<file path="src/rtl/bcd_uart_pkg.sv">
// Shared constants, state encoding and the digit-to-ASCII mapping for the
// BCD UART transmitter.
package bcd_uart_pkg;

  localparam logic [7:0] ASCII_ZERO = 8'h30;
  localparam logic [7:0] ASCII_BAD  = 8'h3F;
  localparam logic [7:0] ASCII_CR   = 8'h0D;
  localparam logic [7:0] ASCII_LF   = 8'h0A;

  typedef enum logic [2:0] {IDLE, START, DATA, STOP, NEXT} tx_state_t;

  // '0'..'9' for valid BCD, '?' for anything above 9
  function automatic logic [7:0] bcd_to_ascii(input logic [3:0] d);
    return (d > 4'd9) ? ASCII_BAD : (ASCII_ZERO + {4'h0, d});
  endfunction

endpackage

</file>
<file path="src/rtl/bcd_uart_tx_if.sv">
// Number/control inputs and UART/status outputs of the BCD transmitter.
interface bcd_uart_tx_if #(parameter int DIGITS = 8);

  logic [DIGITS-1:0][3:0] i_num;
  logic                   i_start;
  logic                   i_auto_en;
  logic                   o_tx;
  logic                   o_busy;
  logic                   o_done;
  logic                   o_bad;

  modport master (output i_num, i_start, i_auto_en,
                  input  o_tx, o_busy, o_done, o_bad);
  modport slave  (input  i_num, i_start, i_auto_en,
                  output o_tx, o_busy, o_done, o_bad);

endinterface

</file>
<file path="src/rtl/uart_byte_tx.sv">
// Single-byte 8N1 UART serialiser. A byte offered while ready starts its
// start bit on the next cycle. After the stop bit one NEXT cycle follows
// in which a new byte may be accepted, giving a one-cycle inter-byte gap.
module uart_byte_tx
  import bcd_uart_pkg::*;
#(
  parameter int CLK_DIV = 1875
)(
  input  logic       iclk,
  input  logic       reset,
  input  logic       i_valid,
  input  logic [7:0] i_byte,
  output logic       o_tx,
  output logic       o_ready
);

  localparam int            TW     = (CLK_DIV > 1) ? $clog2(CLK_DIV) : 1;
  localparam logic [TW-1:0] RELOAD = TW'(CLK_DIV - 1);

  tx_state_t     state, state_n;
  logic [TW-1:0] timer, timer_n;
  logic [7:0]    shreg, shreg_n;
  logic [2:0]    bitn, bitn_n;
  logic          tick;

  assign tick = (timer == '0);

  // state and bit datapath registers
  always_ff @(posedge iclk or negedge reset) begin
    if (!reset) begin
      state <= IDLE;
      timer <= '0;
      shreg <= '0;
      bitn  <= '0;
    end else begin
      state <= state_n;
      timer <= timer_n;
      shreg <= shreg_n;
      bitn  <= bitn_n;
    end
  end

  // bit timing: each bit lasts until the down-counter reaches zero
  always_comb begin
    state_n = state;
    timer_n = timer;
    shreg_n = shreg;
    bitn_n  = bitn;
    unique case (state)
      IDLE, NEXT: begin
        if (i_valid) begin
          state_n = START;
          timer_n = RELOAD;
          shreg_n = i_byte;
        end else begin
          state_n = IDLE;
        end
      end
      START: begin
        if (tick) begin
          state_n = DATA;
          timer_n = RELOAD;
          bitn_n  = '0;
        end else begin
          timer_n = timer - TW'(1);
        end
      end
      DATA: begin
        if (tick) begin
          timer_n = RELOAD;
          if (bitn == 3'd7) begin
            state_n = STOP;
          end else begin
            bitn_n  = bitn + 3'd1;
            shreg_n = {1'b0, shreg[7:1]};
          end
        end else begin
          timer_n = timer - TW'(1);
        end
      end
      STOP: begin
        if (tick) state_n = NEXT;
        else      timer_n = timer - TW'(1);
      end
      default: state_n = IDLE;
    endcase
  end

  // line level is decoded from state so reset forces it high at once
  always_comb begin
    o_tx = 1'b1;
    if (state == START)     o_tx = 1'b0;
    else if (state == DATA) o_tx = shreg[0];
  end

  assign o_ready = (state == IDLE) || (state == NEXT);

endmodule

</file>
<file path="src/rtl/bcd_uart_tx.sv">
// Sends a snapshot of a DIGITS-long BCD number as ASCII over UART, MSB digit
// first, optionally followed by CR LF. Messages start on i_start or, with
// auto mode, whenever the number differs from the last one sent. A request
// arriving mid-message is remembered (depth one) and serviced right after.
module bcd_uart_tx
  import bcd_uart_pkg::*;
#(
  parameter int DIGITS    = 8,
  parameter int CLK_DIV   = 1875,
  parameter int TERM_MODE = 1
)(
  input  logic         iclk,
  input  logic         reset,
  bcd_uart_tx_if.slave bus
);

  localparam int            F        = DIGITS + 2 * TERM_MODE;
  localparam int            IW       = (F > 1) ? $clog2(F) : 1;
  localparam logic [IW-1:0] LAST_IDX = IW'(F - 1);

  // message-level state: IDLE, or DATA while a message is in flight
  tx_state_t              msg_state, msg_state_n;
  logic [DIGITS-1:0][3:0] snap, last_snap, sel_num;
  logic [IW-1:0]          idx, sel_idx;
  logic                   pending, bad, num_bad;
  logic                   req, char_end, done, advance, can_accept, accept;
  logic                   tx_valid, tx_ready;
  logic [7:0]             tx_byte;

  assign req        = bus.i_start || (bus.i_auto_en && (bus.i_num != last_snap));
  // while a message is active the byte sender is only ready in its gap cycle
  assign char_end   = (msg_state == DATA) && tx_ready;
  assign done       = char_end && (idx == LAST_IDX);
  assign advance    = char_end && (idx != LAST_IDX);
  // the done cycle doubles as an idle cycle so a pending request follows at once
  assign can_accept = (msg_state == IDLE) || done;
  assign accept     = can_accept && (req || pending);
  assign tx_valid   = accept || advance;

  // message state register
  always_ff @(posedge iclk or negedge reset) begin
    if (!reset) msg_state <= IDLE;
    else        msg_state <= msg_state_n;
  end

  // enter on an accepted request, leave after the last stop bit
  always_comb begin
    msg_state_n = msg_state;
    if (accept)    msg_state_n = DATA;
    else if (done) msg_state_n = IDLE;
  end

  // any live digit outside BCD range
  always_comb begin
    num_bad = 1'b0;
    for (int k = 0; k < DIGITS; k++)
      if (bus.i_num[k] > 4'd9) num_bad = 1'b1;
  end

  // snapshot, character index, pending request and sticky bad flag
  always_ff @(posedge iclk or negedge reset) begin
    if (!reset) begin
      snap      <= '0;
      last_snap <= '0;
      idx       <= '0;
      pending   <= 1'b0;
      bad       <= 1'b0;
    end else if (accept) begin
      snap      <= bus.i_num;
      last_snap <= bus.i_num;
      idx       <= '0;
      pending   <= 1'b0;
      bad       <= num_bad;
    end else begin
      if (advance)              idx     <= idx + IW'(1);
      if (req && !can_accept)   pending <= 1'b1;
    end
  end

  // the first character comes straight from i_num since the snapshot is
  // written on the same edge; later characters read the frozen snapshot
  assign sel_num = accept ? bus.i_num : snap;
  assign sel_idx = accept ? '0 : (idx + IW'(1));

  // character position to ASCII: digits MSB first, then CR, LF
  always_comb begin
    tx_byte = ASCII_LF;
    for (int k = 0; k < DIGITS; k++)
      if (sel_idx == IW'(DIGITS - 1 - k)) tx_byte = bcd_to_ascii(sel_num[k]);
    if ((TERM_MODE != 0) && (sel_idx == IW'(DIGITS))) tx_byte = ASCII_CR;
  end

  uart_byte_tx #(.CLK_DIV(CLK_DIV)) u_byte (
    .iclk    (iclk),
    .reset   (reset),
    .i_valid (tx_valid),
    .i_byte  (tx_byte),
    .o_tx    (bus.o_tx),
    .o_ready (tx_ready)
  );

  assign bus.o_busy = (msg_state == DATA) && !done;
  assign bus.o_done = done;
  assign bus.o_bad  = bad;

endmodule

</file>
<file path="src/flat_wrapper.sv">
// flat-port wrapper written by rule: the top's interface ports become plain ports
module bcd_uart_tx_flat import bcd_uart_pkg::*;
#(
  parameter int DIGITS    = 8,
  parameter int CLK_DIV   = 1875,
  parameter int TERM_MODE = 1
)
  (iclk, reset, bus_i_num, bus_i_start, bus_i_auto_en, bus_o_tx, bus_o_busy, bus_o_done, bus_o_bad);
  bcd_uart_tx_if #(.DIGITS(DIGITS)) bus_i ();
  input  logic iclk;
  input  logic reset;
  input wire logic [$bits(bus_i.i_num)-1:0] bus_i_num;
  input wire logic [$bits(bus_i.i_start)-1:0] bus_i_start;
  input wire logic [$bits(bus_i.i_auto_en)-1:0] bus_i_auto_en;
  output wire logic [$bits(bus_i.o_tx)-1:0] bus_o_tx;
  output wire logic [$bits(bus_i.o_busy)-1:0] bus_o_busy;
  output wire logic [$bits(bus_i.o_done)-1:0] bus_o_done;
  output wire logic [$bits(bus_i.o_bad)-1:0] bus_o_bad;
  assign bus_i.i_num = bus_i_num;
  assign bus_i.i_start = bus_i_start;
  assign bus_i.i_auto_en = bus_i_auto_en;
  assign bus_o_tx = bus_i.o_tx;
  assign bus_o_busy = bus_i.o_busy;
  assign bus_o_done = bus_i.o_done;
  assign bus_o_bad = bus_i.o_bad;
  bcd_uart_tx #(.DIGITS(DIGITS), .CLK_DIV(CLK_DIV), .TERM_MODE(TERM_MODE)) u_core (.iclk(iclk), .reset(reset), .bus(bus_i));
endmodule
</file>
<file path="config.mk">
export PLATFORM = sky130hd
export DESIGN_NAME = bcd_uart_tx_flat
export DESIGN_NICKNAME = d
export VERILOG_FILES = /design/src/rtl/bcd_uart_pkg.sv /design/src/rtl/bcd_uart_tx_if.sv /design/src/rtl/uart_byte_tx.sv /design/src/rtl/bcd_uart_tx.sv /design/src/flat_wrapper.sv
export SDC_FILE = /design/constraint.sdc
export NUM_CORES = 1
export LEC_CHECK = 0
export CAP_MARGIN = 10
export CELL_PAD_IN_SITES_DETAIL_PLACEMENT = 0
export CELL_PAD_IN_SITES_GLOBAL_PLACEMENT = 2
export CORE_MARGIN = 2
export CORE_UTILIZATION = 40
export DETAILED_ROUTE_END_ITERATION = 8
export PLACE_DENSITY_LB_ADDON = 0.1
export SLEW_MARGIN = 15
export SYNTH_ARGS = -nofsm -noshare
export SYNTH_HDL_FRONTEND = slang
export SYNTH_HIERARCHICAL = 1
export SYNTH_SLANG_ARGS = --single-unit
</file>
<file path="constraint.sdc">
create_clock -name iclk -period 4.05 [get_ports iclk]
set_input_delay 0.6075 -clock iclk [delete_from_list [all_inputs] [get_ports iclk]]
set_output_delay 0.6075 -clock iclk [all_outputs]
set_load 0.005 [all_outputs]
</file>
== After elaboration in Yosys (flattened, before gate mapping) ==
Cells that the tools add are included.

* Equality and inequality tests: 24
* Multiplexer cells: 53
* Magnitude comparators: 16
* Reduce and logical (&&, ||, !) cells: 30
* Add/sub/neg operators: 11

{| class="wikitable"
|+ Operators by type and width
! cell !! number
|-
| $mux 8 || 20
|-
| $gt 4x4->1 const B || 16
|-
| $add 6x4->7 const A || 8
|-
| $mux 11 || 3
|-
| $pmux 11 s3 || 1
|-
| $mux 32 || 1
|-
| $ne 32x32->1 || 1
|-
| $mux 3 || 9
|-
| $eq 4x3->1 const B || 4
|-
| $pmux 8 s2 || 1
|-
| $mux 1 || 13
|-
| $mux 4 || 3
|-
| $ne 2x2->1 const B || 6
|-
| $pmux 3 s4 || 1
|-
| $reduce_and 4->1 || 3
|-
| $logic_not 11->1 || 1
|-
| $sub 11x1->11 const B || 1
|-
| $reduce_bool 2->1 || 5
|-
| $eq 3x2->1 const B || 3
|-
| $eq 4x2->1 const B || 2
|-
| $eq 4x4->1 const B || 2
|-
| $logic_and 1x1->1 || 7
|-
| $eq 3x3->1 const B || 2
|-
| $logic_not 3->1 || 2
|-
| 13 further kinds || 19
|}

* Bits of input ports: 36
* Register bits: 98
* Output and inout bits: 4
* Logic and storage cells: 158

== Logic depth before layout (Yosys ltp) ==
Gate-level depths: netlist of the first run.

* Word-level depth: 20
* Mapped depth: 15
* Gate-level depth less buffers: 12

== Hierarchy ==
The synthesis of the first run kept the hierarchy.

{| class="wikitable"
|+ By module, submodules not included
! module !! cells each !! area an instance (um^2) !! sequential area each (um^2) !! times used
|-
| bcd_uart_tx || 339 || 3930.0 || 1776.7 || 1
|-
| uart_byte_tx || 154 || 1602.8 || 625.6 || 1
|}

== Worst setup path after synthesis of the first run ==
Ideal clock, no wire load.

* Kind: reg-to-reg
* Start: reg u_core.u_byte.state[0]
* End: reg u_core.u_byte.shreg[0]
* Path buffers: 4
* Arrival time: 3187 ps
* Required time: 3925 ps
* Library setup time: 125 ps
* Stages on the path, launching flop included: 15
* Clock period less this slack: 3311 ps
* Setup slack: 739 ps
* Path through: dfrtp_1 clkbuf_1 clkbuf_1 nor2_1 inv_1 o21ai_4 inv_2 a211oi_4 nor2_4 buf_6 buf_6 nand2_2 or3b_2 a22oi_4 mux2_2

* Elaborated cells on any way between the ends: 62
* Classes of those cells: add/sub: 8; order compare: 8; eq/ne: 13; mux: 21; reduce/logical: 12

{| class="wikitable"
|+ RTL lines
! item !! line !! text
|-
| start: declaration || uart_byte_tx.sv:20 || <nowiki>tx_state_t state, state_n;</nowiki>
|-
| start signal: assignment || uart_byte_tx.sv:36 || <nowiki>state <= state_n;</nowiki>
|-
| $eq 3x3->1 / $logic_not 3->1 (equally long branches) || uart_byte_tx.sv:96 || <nowiki>assign o_ready = (state == IDLE) || (state == NEXT);</nowiki>
|-
| $logic_or 1x1->1 * || uart_byte_tx.sv:96 ||
|-
| via u_core.tx_ready || bcd_uart_tx.sv:27 || <nowiki>logic tx_valid, tx_ready;</nowiki>
|-
| $logic_and 1x1->1 * || bcd_uart_tx.sv:32 || <nowiki>assign char_end = (msg_state == DATA) && tx_ready;</nowiki>
|-
| $logic_and 1x1->1 || bcd_uart_tx.sv:33 || <nowiki>assign done = char_end && (idx == LAST_IDX);</nowiki>
|-
| $logic_or 1x1->1 || bcd_uart_tx.sv:36 || <nowiki>assign can_accept = (msg_state == IDLE) || done;</nowiki>
|-
| $logic_and 1x1->1 || bcd_uart_tx.sv:37 || <nowiki>assign accept = can_accept && (req || pending);</nowiki>
|-
| $logic_or 1x1->1 * || bcd_uart_tx.sv:38 || <nowiki>assign tx_valid = accept || advance;</nowiki>
|-
| via u_core.tx_valid || bcd_uart_tx.sv:27 ||
|-
| $ne 2x1->1 (no line) * || - ||
|-
| $reduce_and 4->1 (no line) * || - ||
|-
| end signal: assignment || uart_byte_tx.sv:38 || <nowiki>shreg <= shreg_n;</nowiki>
|-
| end: declaration || uart_byte_tx.sv:22 || <nowiki>logic [7:0] shreg, shreg_n;</nowiki>
|}

Mark *: on every way through the listed nets, which the timed path passes. The rest lies on a longest branch. The select of a mux whose other input is x is not followed.
A chain may end at the register's enable or synchronous reset.

== Worst setup path after layout of the first run ==
* Start: reg u_core.u_byte.state[1]
* End: reg u_core.u_byte.shreg[4]

Same word-level chain as after synthesis.

==> out/qor.csv, run 1 <==
stage,metric,value,unit
status,status,"finished, final reports clean",
worst_setup_path,worst_ep_required_time,4290,ps
worst_setup_path,critPathLaunchType,register,
power_and_ir_drop,p_sw,0.000535,W
timing,setup_viol,0,
power_and_ir_drop,power.density,344,nW/µm²
global_route,antenna_found_initial,0,
placed_design,pre_cts_ws,375,ps
timing,fin_crit,3330,ps
power_and_ir_drop,power.internal,0.00168,W
timing,whs,261,ps
timing,maxSlewViolCount,0,
timing,fmax,300,MHz
worst_setup_path,critical_path_class,reg2reg,
timing,rsz0062_at_grt,no,
die,start_util,41.3,%
synth,synth.top_cell.area_share,43.4,%
placed_design,dpl.hpwl,9.74,mm
timing,fin_ws,717,ps
final_layout,nNetsFinal,578,
routing,dr.pass1.iters,4,
routing,routedWlPerCell,18.2,µm
global_route,grt_use_met3,5.15,%
die,ios,40,
placed_design,gp_congestion,0.826,
clocking,numCtsBuffers,9,
synth,yosys_warnings,6,
die,core,13400,µm²
timing,skew,7.49,ps
clocking,clockBufferDepth,2,
clocking,cts_resized,0,
power_and_ir_drop,sw_frac_of_total,24.2,%
die,die_area,14800,µm²
power_and_ir_drop,pwr-share-seq,47.3,%
timing,finalHoldViolations,0,
synth,yosysSeqAreaShare,43.4,%
synth,ys_seq_elements,96,
timing,tns,0,ps
power_and_ir_drop,p_leak,2.78,nW
synth,syn_area,5530,µm²
synth,yosysMostFrequentCell,dfrtp_1,
routing,via_per_inst,5.44,
power_and_ir_drop,vdd_drop_max,0.294,mV
global_route,grt_overflow,0,
timing,worstMarginPinSlew,830,ps
global_route,use_met1,23.9,%
final_layout,utilization,48.1,%
hold_path,hp-class,in2async,
global_route,busiest_layer,met2,
synth,synth_edf_count,0,
synth,synth.largest_area_cell,dfrtp_1,
clocking,cts_max_level,3,
routing,drc_errors,0,
synth,avgSynthCellArea,11.2,µm²
clocking,post-cts-setup-buffer-count,0,
routing,wl,13.1,mm
die,die_w,122,µm
final_layout,areaGrowthSynthToFinish,16.4,%
synth,synth_flop_cell,dfrtp_1,
job,max-cap-violations,0,
clocking,cts_root_buffer,clkbuf_16,
final_layout,antennaDiodeCount,0,
global_route,first_global_vias,3901,
worst_setup_path,cp_max_fo,13,
clocking,clk_latency,350,ps
final_layout,drive_gt1_share,23.7,%
worst_setup_path,end_kind,register,
routing,vias,3903,
synth,ys_types,71,
global_route,grt_use_total,19.1,%
clocking,numClockSinks,96,
synth,syn_inst,493,
routing,drtIter0Drc,266,
routing,antenna_left,0,
timing,maxSlewHeadroom,44.2,%
synth,synthTopCellsByArea,"dfrtp_1, mux2_2, mux2_4",
power_and_ir_drop,p_clk_share,40.8,%
global_route,grt_pass1_wl,21.2,mm
die,rows,42,
global_route,grt_max_degree,68,
placed_design,port_buffers,39,
synth,synth_common_cells,"dfrtp_1, mux2_2, xnor2_1",
power_and_ir_drop,pwr-share-comb,11.9,%
final_layout,stdcell_count,717,
clocking,cts_tree,built,
global_route,use_met2,32.3,%
clocking,holdBufCountCts,0,
timing,finalCritPeriodShare,82.3,%
synth,ys_async_sr_fraction,100,%
worst_setup_path,cp.arrival,3570,ps
placed_design,dpl.cell_count,701,
clocking,clk_pin_slew_worst_paths,70,ps
die,die_y,122,µm
-- cells in the final DEF, fill, tap and decap left out, types with 6 or more instances in the layout --
| cell | n |
|---|---|
| a21oi_1 | 24 |
| buf_4 | 11 |
| clkbuf_16 | 9 |
| clkdlybuf4s50_1 | 38 |
| dfrtp_1 | 96 |
| ha_1 | 6 |
| inv_1 | 15 |
| mux2_2 | 50 |
| mux2_4 | 25 |
| nand2_1 | 22 |
| nand2b_1 | 7 |
| nand4_1 | 16 |
| nor2_1 | 23 |
| nor3_1 | 15 |
| o21a_1 | 8 |
| o21ai_0 | 32 |
| xnor2_1 | 34 |
-- cells by family after synthesis --
| family | Yosys count | share of synthesized area [%] |
|---|---|---|
| simple gates | 123 | 13.3 |
| compound gates | 114 | 14.8 |
| flops | 96 | 43.4 |
| mux | 80 | 17.9 |
| xor+xnor | 38 | 6.02 |
| buf+inv | 35 | 3.19 |
| fa+ha+maj | 6 | 1.36 |
| other cells | 1 | 0.0678 |
-- final timing paths --
| kind | startpoint | to | slack (ps) | cells after the start |
|---|---|---|---|---|
| max | u_core/u_byte/state[1] | u_core/u_byte/shreg[4] | 720 | 10 |
| min | reset | u_core/u_byte/timer[5] | 260 | 1 |
| max reg2reg | u_core/u_byte/state[1] | u_core/u_byte/shreg[4] | 720 | 10 |
| min reg2reg | u_core/bus.o_bad | u_core/bus.o_bad | 490 | 2 |
| max in group asynchronous | reset | u_core/idx[3] | 2950 | 2 |
| min in group iclk | u_core/bus.o_bad | u_core/bus.o_bad | 490 | 2 |
-- area by class of cell --
class / count / area [µm²]
Sequential cell: 96 / 2400
Inverter: 16 / 60.1
Tap cell: 176 / 220
Multi-Input combinational cell: 363 / 2960
Fill cell: 1273 / 6960
Clock inverter: 3 / 47.5
Timing Repair Buffer: 50 / 483
Clock buffer: 13 / 270
-- stage by stage --
step | cell area (µm²) | power, W
finish | 6440 | 0.00221
global route | 6440 | 0.00233
CTS | 6440 | 0.00225
detailed placement | 6120 | 0.00133
global placement | 6120 | 0.00133
floorplan | 5540 | 0.00121
-- critical path: stages (launching register included) --
cell	delay, ps
dfrtp_1	520
nor2_1	360
inv_1	130
o21ai_4	190
inv_2	100
nor2_1	400
nor2_4	130
nand2_2	130
or3b_2	540
a22oi_4	340
mux2_2	370
-- power groups by stage --
stage	logic [W]	clock network (W)	registers, W
finish	0.000264	0.000903	0.00105
global route	0.000291	0.000983	0.00105
CTS	0.000269	0.000939	0.00105
detailed placement	0.000268	0	0.00106
global placement	0.000268	0	0.00106
floorplan	0.000155	0	0.00105
-- layer usage --
metal / vias up / part of all wire (%)
met4: 0 / 2.1
met3: 17 / 4.2
met1: 1894 / 44
met2: 86 / 50
met5: - / 0
li1: 1906 / -
-- state kept, by name, summed over array words and instances (netlist names) --
signal,cells
u_core/bus.o_bad,1
u_core/idx,4
u_core/last_snap,32
u_core/msg_state,1
u_core/pending,1
u_core/snap,32
u_core/u_byte/bitn,3
u_core/u_byte/shreg,8
u_core/u_byte/state,3
u_core/u_byte/timer,11
Power figures use the tool's default switching activity.
==> inputs of run 2 (changes only) <==
- CORE_UTILIZATION: 40 -> 36
- clock period: 4.05 -> 2.9 ns (I/O delays scaled with it)
==> run 2 against run 1 <==
  * First-iteration DRC count shrank 17%
  * Combinational power increased by 65%
  * Count of clock-buffer cells in the layout shrank 2
  * Sequential power rose by 39%
  * Non-clock buffer count grew 58
  * Critical path type is now in2reg
==> out/qor.csv, run 2 (synthesis results as in run 1) <==
stage,metric,value,unit,change
power_and_ir_drop,p_leak,3.22,nW,was 2.78 nW
final_layout,reg.largest.list,"u_core/last_snap x32, u_core/snap x32, u_core/u_byte/timer x11",,unchanged
timing,fin_crit,2800,ps,
die,die_y,128,µm,was 122 µm
clocking,clk_latency,360,ps,was 350 ps
placed_design,dpl.cell_count,769,,was 701
global_route,first_global_vias,4331,,"was 3,901"
worst_setup_path,crit_start,bus_i_num[12],,was u_core/u_byte/state[1]
routing,drtIter0Drc,221,,was 266
placed_design,port_buffers,39,,unchanged
placed_design,gp_congestion,0.787,,was 0.826
worst_setup_path,worst_ep_required_time,3140,ps,was 4290 ps
die,start_util,36.7,%,was 41.3%
final_layout,antennaDiodeCount,0,,unchanged
routing,via_per_inst,5.27,,was 5.44
status,status,"finished, final reports clean",,unchanged
clocking,numCtsBuffers,9,,unchanged
routing,routedWlPerCell,17.8,µm,was 18.2 µm
worst_setup_path,end_kind,register,,unchanged
timing,finalCritPeriodShare,96.5,%,
power_and_ir_drop,power.density,457,nW/µm²,was 344 nW/µm²
job,max-cap-violations,0,,unchanged
worst_setup_path,worst_path_largest_cell_delay,460,ps,was 540 ps
clocking,numClockSinks,96,,unchanged
final_layout,mostFrequentLayoutCells,"dfrtp_1, buf_4, mux2_2",,"was dfrtp_1, mux2_2, clkdlybuf4s50_1"
timing,worstMarginPinSlew,856,ps,was 830 ps
die,core,15100,µm²,"was 13,400 µm²"
power_and_ir_drop,vdd_drop_max,0.263,mV,was 0.294 mV
clocking,cts_root_buffer,clkbuf_16,,unchanged
worst_setup_path,crit_chain,clkdlybuf4s50_1 > xnor2_2 > nand4_1 > nor4_4 > buf_4 > a211oi_4 > nor2_4 > nand2_4 > or3b_4 > a22oi_4 > mux2_4,,was nor2_1 > inv_1 > o21ai_4 > inv_2 > nor2_1 > nor2_4 > nand2_2 > or3b_2 > a22oi_4 > mux2_2
timing,rsz0062_at_grt,yes,,was no
die,rows,45,,was 42
clocking,clockBufferDepth,2,,unchanged
global_route,grt_use_total,18.6,%,was 19.1%
routing,wl,14.0,mm,was 13.1 mm
die,ios,40,,unchanged
global_route,grt_max_degree,48,,was 68
timing,fmax,357,MHz,
global_route,grt_pass1_wl,23.3,mm,was 21.2 mm
final_layout,drive_gt1_share,33.6,%,was 23.7%
timing,maxSlewHeadroom,42.0,%,was 44.2%
worst_setup_path,critPathLaunchType,input port,,was register
timing,finalHoldViolations,0,,unchanged
worst_setup_path,critical_path_class,in2reg,,was reg2reg
clocking,cts_tree,built,,unchanged
worst_setup_path,r2r-start,u_core/idx[1],,was u_core/u_byte/state[1]
final_layout,stdcell_count,787,,was 717
clocking,cts_max_level,3,,unchanged
die,die_w,128,µm,was 122 µm
timing,maxSlewViolCount,0,,unchanged
routing,vias,4146,,"was 3,903"
final_layout,final_common_cell,dfrtp_1,,unchanged
timing,skew,7.00,ps,was 7.49 ps
routing,drc_errors,0,,unchanged
final_layout,nNetsFinal,636,,was 578
timing,setup_viol,0,,unchanged
worst_setup_path,cp.arrival,3040,ps,was 3570 ps
die,die_area,16400,µm²,"was 14,800 µm²"
worst_setup_path,cp_max_fo,8,,was 13
global_route,grt_overflow,0,,unchanged
clocking,clk_pin_slew_worst_paths,70,ps,about the same
worst_setup_path,cpMaxStageDelayCell,clkdlybuf4s50_1,,was or3b_2
hold_path,hp-class,in2async,,unchanged
final_layout,fill_cells,1414,,"was 1,273"
routing,antenna_left,0,,unchanged
global_route,antenna_found_initial,0,,unchanged
placed_design,dpl.hpwl,10.7,mm,was 9.74 mm
power_and_ir_drop,power,0.00323,W,was 0.00221 W
final_layout,areaGrowthSynthToFinish,27.4,%,was 16.4%
routing,dr.pass1.iters,4,,unchanged
==> run 2: cell count changes in the layout (fill, tap and decap cells not counted), sizes merged, moves of 2 or more <==
cell	previous run	this run
buf	12	70
dlymetal6s2s	0	9
clkbuf	13	11
clkdlybuf4s50	38	28
==> run 2: metal layers <==
| metal | global-route usage (%) | up-vias | share of wire [%] |
|---|---|---|---|
| met5 | 0 | - | 0 |
| met4 | 6.40 | 0 | 1.9 |
| met3 | 4.30 | 17 | 3.1 |
| met2 | 32.2 | 66 | 51 |
| met1 | 22.8 | 2039 | 45 |
| li1 | - | 2024 | - |
==> run 2: worst paths after layout <==
check                                         endpoint  slack [ps]  cells past startpoint
worst max register to register  u_core/u_byte/shreg[6]         140                     11
max in group asynchronous          u_core/last_snap[0]        2100                      2
worst max-delay path            u_core/u_byte/shreg[6]         100                     11
worst min-delay path            u_core/u_byte/timer[2]         110                      1
worst min register to register        u_core/bus.o_bad         490                      2
min in group iclk                      u_core/snap[16]         460                      2
==> run 2: critical path, delay by kind of cell <==
family                 cells  cell delay [ps]
AO/OA/AOI/OAI              2              670
XOR/XNOR                   1              180
buffers and inverters      2              610
multiplexers               1              340
AND/OR/NAND/NOR            5              810
==> run 2: power by group <==
group | switching (W) | internal (W)
clock network | 0.000539 | 0.000789
registers | 0.0000590 | 0.00140
logic | 0.000195 | 0.000240
==> run 2: final cells by class <==
type,count,area [µm²],area share (%)
Timing Repair Buffer,108,943,13.4
Clock buffer,11,243,3.44
Tap cell,188,235,3.34
Multi-Input combinational cell,363,3080,43.7
Sequential cell,96,2400,34.1
Inverter,16,60.1,0.852
Clock inverter,5,87.6,1.24
==> run 2: per-stage QoR <==
stage | worst slack (ps) | cell area (µm²) | util, % | setup TNS [ps] | hold slack, ps
4_1_cts | 8.76 | 6970 | 46.2 | 0 | 136
6_report | 101 | 7050 | 46.7 | 0 | 112
2_1_floorplan | -108 | 5610 | - | -759 | 139
5_1_grt | -26.1 | 7050 | 46.7 | -26.1 | 154
3_3_place_gp | -466 | 6600 | 43.7 | -16410 | 473
3_5_place_dp | -462 | 6600 | 43.7 | -19430 | 486
==> run 2: timing repair <==
| item | CTS | global route |
|---|---|---|
| endpoints found under the hold margin | 0 | 0 |
| hold buffers | 0 | 0 |
| setup buffers | 1 | 1 |
| gates resized for setup | 7 | 18 |
| endpoints found under the setup margin | 2 | 29 |
| pin swaps | 4 | 7 |
==> inputs of run 3 (changes only) <==
- CTS_BUF_LIST: default -> sky130_fd_sc_hd__clkbuf_8 sky130_fd_sc_hd__clkbuf_16
- RECOVER_POWER: default -> 25
==> run 3 against run 2 <==
  * Power is 0.24% lower
  * Maximum frequency hardly changed
  * Final cell count stayed put
  * Critical path depth stayed put
  * Flip-flop and latch count stayed put
  * Worst hold slack better by 240 ps
  * Global-route usage stayed put
  * First-iteration DRC count is 7.7% lower
  * Combinational power hardly changed
  * Critical path type unchanged
  * Critical endpoint unchanged
  * Largest cell class unchanged
  * Highest routed layer unchanged
==> out/qor.csv, run 3 (synthesis results as in run 1) <==
stage,metric,value,unit,change
final_layout,reg.largest.list,"u_core/last_snap x32, u_core/snap x32, u_core/u_byte/timer x11",,unchanged
placed_design,gp_congestion,0.787,,unchanged
final_layout,final_common_cell,dfrtp_1,,unchanged
timing,tns,0,ps,unchanged
hold_path,hp-class,in2async,,unchanged
power_and_ir_drop,power.density,458,nW/µm²,was 457 nW/µm²
worst_setup_path,r2r_setup_slack,140,ps,about the same
die,ios,40,,unchanged
die,core,15100,µm²,unchanged
clocking,clk_pin_slew_worst_paths,70,ps,about the same
timing,setup_viol,0,,unchanged
worst_setup_path,worst_ep_required_time,3140,ps,about the same
global_route,use_met1,22.8,%,unchanged
global_route,grt_overflow,0,,unchanged
power_and_ir_drop,sw_frac_of_total,24.6,%,about the same
die,start_util,36.7,%,unchanged
die,die_w,128,µm,unchanged
global_route,first_global_vias,4331,,unchanged
routing,vias,4150,,"was 4,146"
global_route,grt_use_met3,4.30,%,unchanged
timing,skew,8.22,ps,was 7.00 ps
clocking,cts_max_level,3,,unchanged
global_route,antenna_found_initial,0,,unchanged
die,die_y,128,µm,unchanged
final_layout,final_cell_area,7030,µm²,was 7050 µm²
timing,fin_crit,2800,ps,about the same
timing,finalCritPeriodShare,96.6,%,was 96.5%
placed_design,placed_cell_area,6600,µm²,unchanged
global_route,busiest_layer,met2,,unchanged
power_and_ir_drop,p_sw,0.000791,W,was 0.000792 W
clocking,clk_latency,350,ps,was 360 ps
routing,routedWlPerCell,17.8,µm,about the same
final_layout,drive_gt1_share,33.6,%,unchanged
worst_setup_path,cp_max_fo,8,,unchanged
routing,dr.pass1.iters,4,,unchanged
timing,rsz0062_at_grt,yes,,unchanged
worst_setup_path,end_kind,register,,unchanged
power_and_ir_drop,p_leak,3.22,nW,about the same
global_route,grt_max_degree,48,,unchanged
final_layout,utilization,46.6,%,was 46.7%
global_route,use_met2,32.2,%,unchanged
worst_setup_path,r2r_cells,11,,unchanged
timing,fmax,357,MHz,about the same
worst_setup_path,r2r-start,u_core/idx[1],,unchanged
final_layout,areaGrowthSynthToFinish,27.1,%,was 27.4%
power_and_ir_drop,power,0.00322,W,was 0.00323 W
routing,drtIter0Drc,204,,was 221
final_layout,mostFrequentLayoutCells,"dfrtp_1, buf_4, mux2_2",,unchanged
clocking,numCtsBuffers,9,,unchanged
clocking,holdBufCountCts,0,,unchanged
routing,wl,14.0,mm,about the same
worst_setup_path,cp.arrival,3040,ps,about the same
power_and_ir_drop,power.internal,0.00243,W,about the same
status,status,"finished, final reports clean",,unchanged
global_route,grt_use_total,18.6,%,unchanged
job,max-cap-violations,0,,unchanged
routing,via_per_inst,5.27,,about the same
timing,maxSlewHeadroom,14.7,%,was 42.0%
worst_setup_path,reg2reg_to,u_core/u_byte/shreg[6],,unchanged
die,die_area,16400,µm²,unchanged
routing,antenna_left,0,,unchanged
routing,drc_errors,0,,unchanged
clocking,cts_root_buffer,clkbuf_16,,unchanged
timing,finalHoldViolations,0,,unchanged
placed_design,dpl.hpwl,10.7,mm,unchanged
worst_setup_path,critPathLaunchType,input port,,unchanged
timing,whs,352,ps,was 112 ps
power_and_ir_drop,pwr-share-comb,13.4,%,was 13.5%
power_and_ir_drop,pwr-share-seq,45.5,%,was 45.4%
clocking,cts_tree,built,,unchanged
power_and_ir_drop,vdd_drop_max,0.262,mV,was 0.263 mV
die,rows,45,,unchanged
timing,worstMarginPinSlew,1280,ps,was 856 ps
worst_setup_path,critical_path_class,in2reg,,unchanged
placed_design,port_buffers,39,,unchanged
clocking,numClockSinks,96,,unchanged
final_layout,nNetsFinal,636,,unchanged
clocking,clockBufferDepth,2,,unchanged
power_and_ir_drop,p_clk_share,41.1,%,was 41.2%
final_layout,antennaDiodeCount,0,,unchanged
global_route,grt_pass1_wl,23.3,mm,unchanged
timing,maxSlewViolCount,0,,unchanged
-- run 3: cell types whose count changed in the layout (fill, tap and decap cells not counted) --
cell / before / now
clkbuf_2: 0 / 2
buf_4: 68 / 67
buf_12: 1 / 0
inv_1: 14 / 15
clkbuf_1: 1 / 0
-- run 3: worst max path at each step --
| stage | from | end | slack (ps) | cells after the start |
|---|---|---|---|---|
| floorplan | u_core/u_byte/state[0] | u_core/u_byte/shreg[0] | -110 | 14 |
| finish | bus_i_num[12] | u_core/u_byte/shreg[6] | 100 | 11 |
| global route | bus_i_num[12] | u_core/u_byte/shreg[2] | -30 | 11 |
| global placement | bus_i_num[16] | u_core/u_byte/shreg[2] | -470 | 11 |
| detailed placement | bus_i_num[16] | u_core/u_byte/shreg[2] | -460 | 11 |
| CTS | bus_i_num[16] | u_core/u_byte/shreg[2] | 9 | 12 |
-- run 3: metrics by stage --
stage | instances | setup WS [ps]
5_1_grt | 787 | -26.1
2_1_floorplan | 494 | -108
6_report | 787 | 99.2
3_3_place_gp | 769 | -466
3_5_place_dp | 769 | -462
4_1_cts | 786 | 8.76
-- run 3: critical path: stages --
cell and delay (ps):
clkdlybuf4s50_1 460, xnor2_2 180, nand4_1 130, nor4_4 70
buf_4 150, a211oi_4 280, nor2_4 90, nand2_4 90
or3b_4 430, a22oi_4 390, mux2_4 340
-- run 3: cell type report --
cell class / instances / area, µm²
multi-input cells: 363 / 3080
repair buffers: 108 / 926
flip-flops and latches: 96 / 2400
inverters: 16 / 60.1
fillers: 1416 / 8060
clock inverters: 6 / 91.3
clock buffers: 10 / 239
well taps: 188 / 235
-- run 3: timing repair --
item | in CTS | in global routing
gates cloned | 0 | 0
pin swaps | 4 | 7
endpoints found under the setup margin | 2 | 29
resized for setup | 7 | 18
buffers inserted | 1 | 1
hold endpoints to repair | 0 | 0
-- run 3: routing by layer --
layer  wire length [µm]  share of wire (%)
met5                  0                  0
met4                271                1.9
met3                409                2.9
met2               7100                 51
met1               6230                 44
-- run 3: power by group through the flow --
stage / sequential [W] / clock, W / combinational (W)
final: 0.00146 / 0.00132 / 0.000432
after global routing: 0.00147 / 0.00142 / 0.000477
after CTS: 0.00146 / 0.00138 / 0.000438
after detailed placement: 0.00149 / 0 / 0.000431
after global placement: 0.00148 / 0 / 0.000428
after floorplan: 0.00147 / 0 / 0.000220
